==> src/rtl/end_accumulator_pkg.sv <==
// end_accumulator shared types and constants.
// Guard width, default sizes and FSM encoding.
package end_accumulator_pkg;

  localparam int DWIDTH_DEF = 32;
  localparam int LANES_DEF  = 4;
  localparam int KW_DEF     = 8;
  localparam int GUARD      = 2;

  typedef enum logic {
    IDLE  = 1'b0,
    ACCUM = 1'b1
  } state_t;

endpackage

==> src/rtl/end_accumulator_if.sv <==
// end_accumulator beat/result handshake bundle.
// master drives beats and ready, slave is the accumulator.
interface end_accumulator_if #(
  parameter int DWIDTH = 32,
  parameter int LANES  = 4,
  parameter int KW     = 8
);

  logic                    clear;
  logic [KW-1:0]           k_len;
  logic                    in_valid;
  logic                    in_ready;
  logic [LANES*DWIDTH-1:0] sum_in;
  logic [LANES*DWIDTH-1:0] prod_in;
  logic                    out_valid;
  logic                    out_ready;
  logic [LANES*DWIDTH-1:0] out_data;
  logic [LANES-1:0]        out_ovf;
  logic                    busy;

  modport master (
    output clear,
    output k_len,
    output in_valid,
    output sum_in,
    output prod_in,
    output out_ready,
    input  in_ready,
    input  out_valid,
    input  out_data,
    input  out_ovf,
    input  busy
  );

  modport slave (
    input  clear,
    input  k_len,
    input  in_valid,
    input  sum_in,
    input  prod_in,
    input  out_ready,
    output in_ready,
    output out_valid,
    output out_data,
    output out_ovf,
    output busy
  );

endinterface

==> src/rtl/end_accumulator_lane.sv <==
// One accumulation lane: wide add, accumulator, narrowing.
// END_ACC_SATURATE_EN selects clamping instead of wrap.
module end_acc_lane
  import end_accumulator_pkg::*;
#(
  parameter int DWIDTH = DWIDTH_DEF
) (
  input  logic              clk,
  input  logic              rst_n,
  input  logic              clr,
  input  logic              beat,
  input  logic              start,
  input  logic              load,
  input  logic [DWIDTH-1:0] sum_in,
  input  logic [DWIDTH-1:0] prod_in,
  output logic [DWIDTH-1:0] res,
  output logic              ovf
);

  localparam int WW = DWIDTH + GUARD;

  logic [WW-1:0]     term;
  logic [WW-1:0]     acc;
  logic [WW-1:0]     nxt;
  logic [DWIDTH-1:0] nar;
  logic              nar_ovf;

  // Sign-extended term and running sum; first beat restarts.
  always_comb begin
    term = {{GUARD{sum_in[DWIDTH-1]}}, sum_in}
         + {{GUARD{prod_in[DWIDTH-1]}}, prod_in};
    nxt  = start ? term : acc + term;
  end

`ifdef END_ACC_SATURATE_EN
  logic wide_ovf;

  // Clamp when the guard bits disagree with the sign.
  always_comb begin
    wide_ovf = (nxt[WW-1:DWIDTH-1] != {3{nxt[WW-1]}});
    nar_ovf  = wide_ovf;
    nar      = nxt[DWIDTH-1:0];
    if (wide_ovf) begin
      nar = nxt[WW-1] ? {1'b1, {(DWIDTH-1){1'b0}}}
                      : {1'b0, {(DWIDTH-1){1'b1}}};
    end
  end
`else
  // Plain wrap to the low bits; no overflow report.
  always_comb begin
    nar     = nxt[DWIDTH-1:0];
    nar_ovf = 1'b0;
  end
`endif

  // Accumulator: abort, restart after a result, or add.
  always_ff @(posedge clk or negedge rst_n) begin
    if (!rst_n) begin
      acc <= '0;
    end else if (clr) begin
      acc <= '0;
    end else if (beat) begin
      acc <= load ? '0 : nxt;
    end
  end

  // Result register holds until the next load.
  always_ff @(posedge clk or negedge rst_n) begin
    if (!rst_n) begin
      res <= '0;
      ovf <= 1'b0;
    end else if (load) begin
      res <= nar;
      ovf <= nar_ovf;
    end
  end

endmodule

==> src/rtl/end_accumulator.sv <==
// Row-end K-beat dot-product accumulator, LANES wide.
// Optional clamping via END_ACC_SATURATE_EN.
module end_accumulator
  import end_accumulator_pkg::*;
#(
  parameter int DWIDTH = DWIDTH_DEF,
  parameter int LANES  = LANES_DEF,
  parameter int KW     = KW_DEF
) (
  input logic               clk,
  input logic               rst_n,
  end_accumulator_if.slave  bus
);

  state_t            state;
  logic [KW-1:0]     cnt;
  logic [KW-1:0]     k_lat;
  logic [KW-1:0]     k_eff;
  logic              out_valid;
  logic              in_ready;
  logic              fire;
  logic              beat;
  logic              first;
  logic              finish;
  logic              load;
  logic [DWIDTH-1:0] res_w [LANES];
  logic              ovf_w [LANES];

  assign in_ready = !(out_valid && !bus.out_ready);
  assign fire     = bus.in_valid && in_ready;
  assign beat     = fire && !bus.clear;
  assign first    = (state == IDLE);

  // Effective K and last-beat detect for this cycle.
  always_comb begin
    k_eff  = (bus.k_len == '0) ? KW'(1) : bus.k_len;
    finish = first ? (k_eff == KW'(1))
                   : (cnt == k_lat - KW'(1));
  end

  assign load = beat && finish;

  // Beat counter FSM plus result-valid tracking.
  always_ff @(posedge clk or negedge rst_n) begin
    if (!rst_n) begin
      state     <= IDLE;
      cnt       <= '0;
      k_lat     <= '0;
      out_valid <= 1'b0;
    end else begin
      if (load) begin
        out_valid <= 1'b1;
      end else if (bus.out_ready) begin
        out_valid <= 1'b0;
      end
      if (bus.clear) begin
        state <= IDLE;
        cnt   <= '0;
      end else if (fire) begin
        unique case (state)
          IDLE: begin
            k_lat <= k_eff;
            if (!finish) begin
              cnt   <= KW'(1);
              state <= ACCUM;
            end
          end
          ACCUM: begin
            if (finish) begin
              cnt   <= '0;
              state <= IDLE;
            end else begin
              cnt <= cnt + KW'(1);
            end
          end
          default: state <= IDLE;
        endcase
      end
    end
  end

  for (genvar g = 0; g < LANES; g++) begin : g_lane
    end_acc_lane #(
      .DWIDTH (DWIDTH)
    ) u_lane (
      .clk     (clk),
      .rst_n   (rst_n),
      .clr     (bus.clear),
      .beat    (beat),
      .start   (first),
      .load    (load),
      .sum_in  (bus.sum_in[g*DWIDTH +: DWIDTH]),
      .prod_in (bus.prod_in[g*DWIDTH +: DWIDTH]),
      .res     (res_w[g]),
      .ovf     (ovf_w[g])
    );
  end

  // Pack per-lane results onto the output bus.
  always_comb begin
    bus.out_data = '0;
    bus.out_ovf  = '0;
    for (int i = 0; i < LANES; i++) begin
      bus.out_data[i*DWIDTH +: DWIDTH] = res_w[i];
      bus.out_ovf[i]                   = ovf_w[i];
    end
  end

  assign bus.in_ready  = in_ready;
  assign bus.out_valid = out_valid;
  assign bus.busy      = (state == ACCUM);

endmodule

==> src/flat_wrapper.sv <==
// flat-port wrapper written by rule: the top's interface ports become plain ports
module end_accumulator_flat import end_accumulator_pkg::*;
#(
  parameter int DWIDTH = DWIDTH_DEF,
  parameter int LANES  = LANES_DEF,
  parameter int KW     = KW_DEF
)
  (clk, rst_n, bus_clear, bus_k_len, bus_in_valid, bus_sum_in, bus_prod_in, bus_out_ready, bus_in_ready, bus_out_valid, bus_out_data, bus_out_ovf, bus_busy);
  end_accumulator_if #(.DWIDTH(DWIDTH), .LANES(LANES), .KW(KW)) bus_i ();
  input logic clk;
  input logic rst_n;
  input wire logic [$bits(bus_i.clear)-1:0] bus_clear;
  input wire logic [$bits(bus_i.k_len)-1:0] bus_k_len;
  input wire logic [$bits(bus_i.in_valid)-1:0] bus_in_valid;
  input wire logic [$bits(bus_i.sum_in)-1:0] bus_sum_in;
  input wire logic [$bits(bus_i.prod_in)-1:0] bus_prod_in;
  input wire logic [$bits(bus_i.out_ready)-1:0] bus_out_ready;
  output wire logic [$bits(bus_i.in_ready)-1:0] bus_in_ready;
  output wire logic [$bits(bus_i.out_valid)-1:0] bus_out_valid;
  output wire logic [$bits(bus_i.out_data)-1:0] bus_out_data;
  output wire logic [$bits(bus_i.out_ovf)-1:0] bus_out_ovf;
  output wire logic [$bits(bus_i.busy)-1:0] bus_busy;
  assign bus_i.clear = bus_clear;
  assign bus_i.k_len = bus_k_len;
  assign bus_i.in_valid = bus_in_valid;
  assign bus_i.sum_in = bus_sum_in;
  assign bus_i.prod_in = bus_prod_in;
  assign bus_i.out_ready = bus_out_ready;
  assign bus_in_ready = bus_i.in_ready;
  assign bus_out_valid = bus_i.out_valid;
  assign bus_out_data = bus_i.out_data;
  assign bus_out_ovf = bus_i.out_ovf;
  assign bus_busy = bus_i.busy;
  end_accumulator #(.DWIDTH(DWIDTH), .LANES(LANES), .KW(KW)) u_core (.clk(clk), .rst_n(rst_n), .bus(bus_i));
endmodule
==> config.mk <==
export PLATFORM = sky130hd
export DESIGN_NAME = end_accumulator_flat
export DESIGN_NICKNAME = d
export VERILOG_FILES = /design/src/rtl/end_accumulator_pkg.sv /design/src/rtl/end_accumulator_if.sv /design/src/rtl/end_accumulator_lane.sv /design/src/rtl/end_accumulator.sv /design/src/flat_wrapper.sv
export SDC_FILE = /design/constraint.sdc
export NUM_CORES = 1
export LEC_CHECK = 0
export BUFFER_PORTS_ARGS = -buffer_cell sky130_fd_sc_hd__buf_2
export CAP_MARGIN = 20
export CORE_MARGIN = 4
export CORE_UTILIZATION = 34
export DETAILED_ROUTE_END_ITERATION = 8
export SYNTH_ARGS = -nofsm -noshare
export SYNTH_HDL_FRONTEND = slang
export SYNTH_SLANG_ARGS = --single-unit
==> constraint.sdc <==
create_clock -name clk -period 5.1 [get_ports clk]
set_input_delay 0.51 -clock clk [delete_from_list [all_inputs] [get_ports clk]]
set_output_delay 0.51 -clock clk [all_outputs]
set_load 0.01 [all_outputs]
# Yosys cells after proc, flatten, opt, wreduce, memory -nomap -nowiden
# Cells that the tools add are included.
dict set report word_totals {
  register_bits 282
  inputBits 269
  out_inout_bits 135
  wordCells 68
}
dict set report classes {
  add_sub_neg 10
  eq_ne 3
  mux 28
  bitwise 2
  reduce_logical 13
}
# operator n
set ops {}
lappend ops {{$mux W34} 16}
lappend ops {{$add A34 B34 Y34} 4}
lappend ops {{$add A32 B32 Y33} 4}
lappend ops {{$mux W8} 5}
lappend ops {{$pmux W8 S2} 1}
lappend ops {{$add A8 B1 Y8 const B} 1}
lappend ops {{$eq A8 B1 Y1 const B} 1}
lappend ops {{$eq A8 B8 Y1} 1}
lappend ops {{$logic_not A8 Y1} 1}
lappend ops {{$sub A8 B1 Y8 const B} 1}
lappend ops {{$mux W1} 6}
lappend ops {{$reduce_bool A2 Y1} 3}
lappend ops {{$logic_and A1 B1 Y1} 4}
lappend ops {{$logic_not A1 Y1} 3}
lappend ops {{$ne A3 B3 Y1 const B} 1}
lappend ops {{$reduce_and A3 Y1} 1}
lappend ops {{$not A1 Y1} 2}
lappend ops {{$reduce_and A2 Y1} 1}

# Longest topological paths before layout
# Gate-level depths: netlist (run 1).
dict set report depth {
  ltp_word 9
  mapped_depth 22
  mapped_depth_nobuf 22
}

# Hierarchy
# A second synthesis (run 1) with hierarchy kept.
dict set report unflattened {
  hier_cells 3113
  area_unflattened_um2 25266.7
}
# mod n_inst cells_per_inst area_each_um2 seq_area_each_um2
set modules_own_cells {}
lappend modules_own_cells {{end_acc_lane (u_core.g_lane[0].u_lane ...)} 2 723 5835.6 1601.5}
lappend modules_own_cells {{end_acc_lane (u_core.g_lane[3].u_lane)} 1 792 6248.5 1601.5}
lappend modules_own_cells {{end_acc_lane (u_core.g_lane[2].u_lane)} 1 758 6227.2 1601.5}
lappend modules_own_cells {end_accumulator 1 117 1119.8 450.4}

# Worst setup path before layout (run 1)
# No wires, ideal clock.
dict set report synth_timing {
  kind {input -> register}
  startpoint {in bus_prod_in[64]}
  endpoint {reg u_core.g_lane[2].u_lane.res[31]}
  setup_time_ns 0.125
  arrival_ns 5.031
  required_ns 4.975
  path_slack_ns -0.056
  cell_stages 20
  n_path_buf 0
  cell_sequence {ha_1 -> fa_1 -> a21oi_1 -> o21ai_0 -> a2111oi_2 -> nor3_1 -> o221ai_1 -> and2_1 -> xnor2_1 -> ha_1 -> a21oi_1 -> o21ai_0 -> a21o_1 -> a21o_1 -> a31oi_1 -> o41ai_4 -> nor3b_1 -> or4_1 -> xnor2_1 -> mux2_2}
}
dict set report synth_between {
  elab_chain_len 3
}
# element line
set synth_rtl {}
lappend synth_rtl {{start, declared} flat_wrapper.sv:16} ;# input wire logic [$bits(bus_i.prod_in)-1:0] bus_prod_in;
lappend synth_rtl {{$add A32 B32 Y33 (*)} end_accumulator_lane.sv:31} ;# + {{GUARD{prod_in[DWIDTH-1]}}, prod_in};
lappend synth_rtl {{$add A34 B34 Y34} end_accumulator_lane.sv:32} ;# nxt = start ? term : acc + term;
lappend synth_rtl {{$mux W34 (*)} end_accumulator_lane.sv:32}
lappend synth_rtl {{end signal, assigned} end_accumulator_lane.sv:73} ;# res <= nar;
lappend synth_rtl {{end, declared} end_accumulator_lane.sv:16} ;# output logic [DWIDTH-1:0] res,
# Mark *: on every way between the ends. The rest lies on a longest branch, timed or not.
# A chain may end at the register's enable or synchronous reset.

# Worst setup path in the final report (run 1)
# Same ends and word-level chain as after synthesis.

==> flow_summary.toml, run 1 <==
[cells_and_area]
final_core_utilization = 0.423
most-common-layout-cells = "buf_2 (398), nand2_1 (312), a21oi_1 (308), dfrtp_1 (273), o21ai_0 (264)"
area_growth_pct = 22.3
nFillCells = 7220
final_common_cell = "buf_2"
drive_gt1_frac = 0.209
finalInstanceArea_um2 = 29900
layout.nets = 3954

[sta]
whs_ns = 0.228
max_freq_ghz = 0.208
hold_viol = 0
tightest_slew_ns = 1.04
clock_skew_ns = 0.0217
min_period_ns = 4.82
finalWorstSetupSlack_ns = 0.283
final-setup-viol-count = 0
drv_slew = 0
final.period_utilization = 0.944
grt_setup_unrepaired = "false"
max-slew-margin-rel = 0.303

[synth]
avgSynthCellArea_um2 = 8.39
yosysSeqAreaShare = 0.281
synthAdderAreaFrac = 0.141
synthFlopType = "dfrtp_1"
post_synth_inst_count = 2910
synth-simple-area-share = 0.153
synth_area_um2 = 24400
synth_top_family_by_area = "compound AO/OA/AOI/OAI gates"
yosys.area_share.xor_xnor = 0.0832
synth-edff-count = 0
synth-compound-area-share = 0.268
synth.mux.area_fraction = 0.0415
synth.distinct_cells = 88
yosysWarnings = 0
ys_ff_latch = 274
ys_async_sr_fraction = 1.00

[floorplanning]
die_area_um2 = 76200
die-width_um = 276
core_area_um2 = 70600
ios = 404
initial_core_util = 0.346
die_h_um = 276
std_cell_rows = 97

[hold_path]
min_path_type = "primary input to flip-flop"

[place]
pre_cts_ws_ns = -0.402
port_buffers = 399
gp_congestion = 0.871
dp.final_hpwl_um = 55900
place_area_um2 = 28600

[power_and_ir_drop]
powerDensity_nw_per_um2 = 363
leakage_uw = 0.0149
ir_drop_v = 0.000213

[global_routing]
antenna_found_initial = 1
grt_usage = 0.188
grt_pass1_wl_um = 118000
grt-ovfl-total = 0
grt_pass1_vias = 22600
grt_max_degree = 128

[route]
drt-total-wl_um = 74400
vias = 23300
wl_per_cell_um = 17.0
drc_errors = 0
final_antenna_net_count = 0
met1_length_um = 34400
via_per_inst = 5.31
wl_met2_um = 35000
top_layer_used = "met5"
drt_iter0_drc = 1337
first_pass_iters = 5
wl_met3_um = 3760

[critical_path]
arrival_ns = 5.26
critPathLaunchType = "primary input"
setup.worst_path.end_class = "flip-flop"
critPathMaxFanout = 3
cp.required_ns = 5.54
critPathKind = "primary input to flip-flop"

[cts]
htree_levels = 2
tritoncts = "built"
cts_buffer_depth = 3
clk_pin_slew_ns = 0.06
clock-sinks = 274
cts_inserted_buffers = 37
clock-root-buffer = "clkbuf_16"
clock_latency_ns = 0.56

[run_status]
outcome = "complete, no violations"

[flow_run]
cap_violations = 0
## critical path, cell delays in order
cell and delay [ns]:
buf_2 0.10, ha_1 0.21, fa_1 0.42, a21oi_2 0.20
o21ai_1 0.14, a2111oi_2 0.35, buf_4 0.18, o31a_1 0.16
o21bai_1 0.07, a21oi_1 0.22, xnor2_1 0.14, ha_1 0.32
nand2_1 0.08, o21ai_0 0.16, nand4_1 0.11, o211a_1 0.30
o41ai_4 0.36, buf_4 0.17, nor3_1 0.04, or4_1 0.53
xnor2_1 0.18, mux2_2 0.29
## sequential cells by signal, summed over array words and instances, names as in the netlist
| register | cells |
|---|---|
| u_core.cnt | 8 |
| u_core.bus.out_valid | 1 |
| u_core.g_lane.u_lane.res | 128 |
| u_core.g_lane.u_lane.acc | 128 |
| u_core.k_lat | 8 |
| u_core.bus.busy | 1 |
## cells by family after synthesis
kind of cell	Yosys count
adder cells (fa/ha/maj)	270
XOR/XNOR	232
multiplexers	97
other	1
buffers and inverters	191
flip-flops	274
AND/OR/NAND/NOR	816
AO/OA/AOI/OAI	1029
## layout make-up
class,count,area (um^2),area share
clock buffer,49,1050,0.0352
inverter,78,293,0.00980
clock inverter,17,231,0.00775
timing repair buffer,576,3430,0.115
antenna,1,2.50,0.0000838
multi-input combinational,2448,16800,0.563
tap,940,1180,0.0394
sequential,274,6860,0.230
## per-stage QoR
step                      cells  total power, uW  setup TNS [ns]
after CTS                  4382            11000               0
final                      4383            10900               0
after global routing       4382            11700               0
after floorplan            2913             6330               0
after detailed placement   4315             8090           -4.04
after global placement     4315             8060           -2.07
## power breakdown
group / total (uW) / switching (uW) / leakage [uW] / internal, uW
Clock: 2770 / 1060 / 0.000623 / 1710
Combinational: 5240 / 2890 / 0.0106 / 2350
Sequential: 2840 / 264 / 0.00360 / 2580
Total: 10900 / 4210 / 0.0149 / 6640
## synth_stat cells (39+ instances only)
cell type  number  area share
a21o_1        133       0.041
a21oi_1       309       0.063
clkbuf_1       80       0.012
dfrtp_1       274        0.28
ha_1          262        0.13
inv_1          77       0.012
mux2i_1        64       0.026
nand2_1       312       0.048
nand3_1        52       0.011
nor2_1        221       0.034
o21a_1         39       0.012
o21ai_0       266       0.055
xnor2_1       152       0.055
xor2_1         80       0.029
## what timing repair did
action,4_1_cts,5_1_grt
hold buffers,1,0
setup endpoints to repair,0,11
endpoints found under the hold margin,40,0
buffers inserted,0,0
resized for setup,0,5
## layer usage
metal	vias up	GRT usage
met5	-	0
met4	2	0.0366
met3	82	0.0304
met2	491	0.322
met1	11000	0.251
li1	11600	-
## final timing paths
kind,from,endpoint,slack [ns],cells after the start
worst min-delay path,bus_k_len[2],u_core.k_lat[2],0.23,3
max in group asynchronous,rst_n,u_core.g_lane[0].u_lane.res[20],3.46,3
min in group asynchronous,rst_n,u_core.g_lane[2].u_lane.res[15],0.56,2
worst max-delay path,bus_prod_in[64],u_core.g_lane[2].u_lane.res[31],0.28,22
worst min register to register,u_core.g_lane[3].u_lane.res[7],u_core.g_lane[3].u_lane.res[7],0.47,2
worst max register to register,u_core.k_lat[0],u_core.g_lane[1].u_lane.res[30],1.33,9
Note: power is estimated with default switching activity, not from simulation.
==> inputs of run 2 (changes only) <==
- CTS_BUF_LIST: unset -> sky130_fd_sc_hd__clkbuf_4 sky130_fd_sc_hd__clkbuf_8
==> run 2 against run 1 <==
  * Via count increased by 0.37%
  * Sequential power about the same
  * Worst hold slack got worse by 0.10 ns
  * Maximum frequency increased by 0.56%
==> flow_summary.toml, run 2 (synthesized netlist as in run 1, its figures left out) <==
[sta]
drv_slew = 0
max-slew-margin-rel = 0.300
max_freq_ghz = 0.209
final.period_utilization = 0.939
tns_ns = 0
tightest_slew_ns = 1.02
hold_viol = 0
final-setup-viol-count = 0
clock_skew_ns = 0.0362
grt_setup_unrepaired = "false"
min_period_ns = 4.79
finalWorstSetupSlack_ns = 0.310

[route]
drt_iter0_drc = 1262
via_per_inst = 5.29
drc_errors = 0
vias = 23400
final_antenna_net_count = 0
wl_per_cell_um = 16.9
drt-total-wl_um = 74700
first_pass_iters = 5

[global_routing]
antenna_found_initial = 1
grt_pass1_wl_um = 119000
grt_usage = 0.189
grt_pass1_vias = 22800
grt_max_degree = 128
grt-ovfl-total = 0

[place]
dp.final_hpwl_um = 55900
port_buffers = 399
place_area_um2 = 28600
pre_cts_ws_ns = -0.402
gp_congestion = 0.871

[cts]
clock-sinks = 274
tritoncts = "built"
cts_inserted_buffers = 55
clock-root-buffer = "clkbuf_8"
cts_buffer_depth = 3
clk_pin_slew_ns = 0.07
htree_levels = 2
clock_latency_ns = 0.65

[critical_path]
cp_slowest_cell = "or4_1"
cp.required_ns = 5.64
r2r_cells = 9
critPathLaunchType = "primary input"
arrival_ns = 5.33
critPathKind = "primary input to flip-flop"
crit_chain = "buf_2 > ha_1 > fa_1 > a21oi_2 > o21ai_0 > a2111oi_2 > buf_4 > o31a_1 > o21bai_1 > a21oi_1 > xnor2_1 > ha_1 > nand2_1 > o21ai_0 > nand4_1 > o211a_1 > o41ai_4 > buf_4 > nor3_1 > or4_1 > xnor2_1 > mux2_2"
crit_family = "compound AO/OA/AOI/OAI gates"
critPathMaxFanout = 3
slowest_delay_ns = 0.53
setup.worst_path.end_class = "flip-flop"
r2r-start = "u_core.k_lat[0]"
rrSetupSlack_ns = 1.35
worst_r2r_endpoint = "u_core.g_lane[1].u_lane.res[30]"
critPathBufInv = 3

[hold_path]
min_path_type = "primary input to flip-flop"
min_path_cells = 3
holdPathEnd = "u_core.k_lat[1]"
hold_start = "bus_k_len[1]"

[cells_and_area]
drive_gt1_frac = 0.218
ff_latch_area_um2 = 6860
multi_input_area_um2 = 16800
largest_registers = "u_core.g_lane.u_lane.acc x128, u_core.g_lane.u_lane.res x128"
final_core_utilization = 0.423
most-common-layout-cells = "buf_2 (398), nand2_1 (312), a21oi_1 (308), dfrtp_1 (273), o21ai_0 (266)"
layout.nets = 3972
final_common_cell = "buf_2"
area_growth_pct = 22.2
finalInstanceArea_um2 = 29800
nFillCells = 7245

[power_and_ir_drop]
leakage_uw = 0.0149
power.share.clock = 0.249
powerDensity_nw_per_um2 = 360
ir_drop_v = 0.000257
p_sw_uw = 4250
pwr-share-comb = 0.487
fin_total_pwr_uw = 10800
swShare = 0.395
internal_power_uw = 6500
p_seq_frac = 0.264

[floorplanning]
core_area_um2 = 70600
die-width_um = 276
initial_core_util = 0.346
die_area_um2 = 76200
ios = 404
die_h_um = 276
std_cell_rows = 97

[flow_run]
cap_violations = 0

[run_status]
outcome = "complete, no violations"
run 2: changes by cell type in the layout (fill, tap and decap cells not counted), moves of 2 or more:
cell and delta:
clkinv_2 +5, o21ai_0 +2, clkbuf_16 -38, clkbuf_4 +7, clkbuf_1 -5, o21ai_1 -2
clkbuf_8 +63, clkinvlp_4 -2
run 2: area by class of cell:
| class | instances | share of cell area |
|---|---|---|
| Clock buffer | 76 | 0.0336 |
| Sequential cell | 274 | 0.230 |
| Clock inverter | 21 | 0.00893 |
| Antenna cell | 2 | 0.000168 |
| Timing Repair Buffer | 576 | 0.115 |
| Multi-Input combinational cell | 2448 | 0.563 |
| Tap cell | 940 | 0.0394 |
| Inverter | 78 | 0.00981 |
run 2: layer usage:
metal	part of all wire	global-route usage	up-vias
li1	-	-	11700
met1	0.46	0.253	11100
met2	0.47	0.326	478
met3	0.050	0.0297	88
met4	0.017	0.0382	2
met5	0.00017	0	-
run 2: stage by stage:
| step | hold slack [ns] | std cells |
|---|---|---|
| floorplan | 0.214 | 2913 |
| CTS | 0.0587 | 4413 |
| detailed placement | 0.457 | 4315 |
| finish | 0.125 | 4415 |
| global route | 0.0895 | 4413 |
| global placement | 0.449 | 4315 |
run 2: what timing repair did:
item	4_1_cts	5_1_grt
endpoints found under the setup margin	0	3
hold buffers	1	0
endpoints found under the hold margin	86	0
buffers inserted	0	0
resized for setup	0	2
run 2: worst max path at each step:
stage	from	end	cells after the start
after detailed placement	bus_prod_in[64]	u_core.g_lane[2].u_lane.res[31]	22
after floorplan	bus_prod_in[64]	u_core.g_lane[2].u_lane.res[31]	20
after global routing	bus_prod_in[64]	u_core.g_lane[2].u_lane.res[31]	22
after global placement	bus_prod_in[64]	u_core.g_lane[2].u_lane.res[31]	22
after CTS	bus_prod_in[64]	u_core.g_lane[2].u_lane.res[31]	22
final	bus_prod_in[64]	u_core.g_lane[2].u_lane.res[31]	22
run 2: worst register-to-register path: cells and delay by family, from the launching register on:
| family | cells | cell delay (ns) |
|---|---|---|
| flops | 1 | 0.42 |
| simple gates | 5 | 1.73 |
| compound gates | 4 | 1.47 |
run 2: power groups by stage:
stage | Clock [uW] | Sequential (uW) | Combinational [uW]
floorplan | 0 | 2930 | 3400
global placement | 0 | 2870 | 5190
detailed placement | 0 | 2870 | 5220
CTS | 2770 | 2840 | 5250
global route | 2870 | 2890 | 5870
finish | 2680 | 2840 | 5240
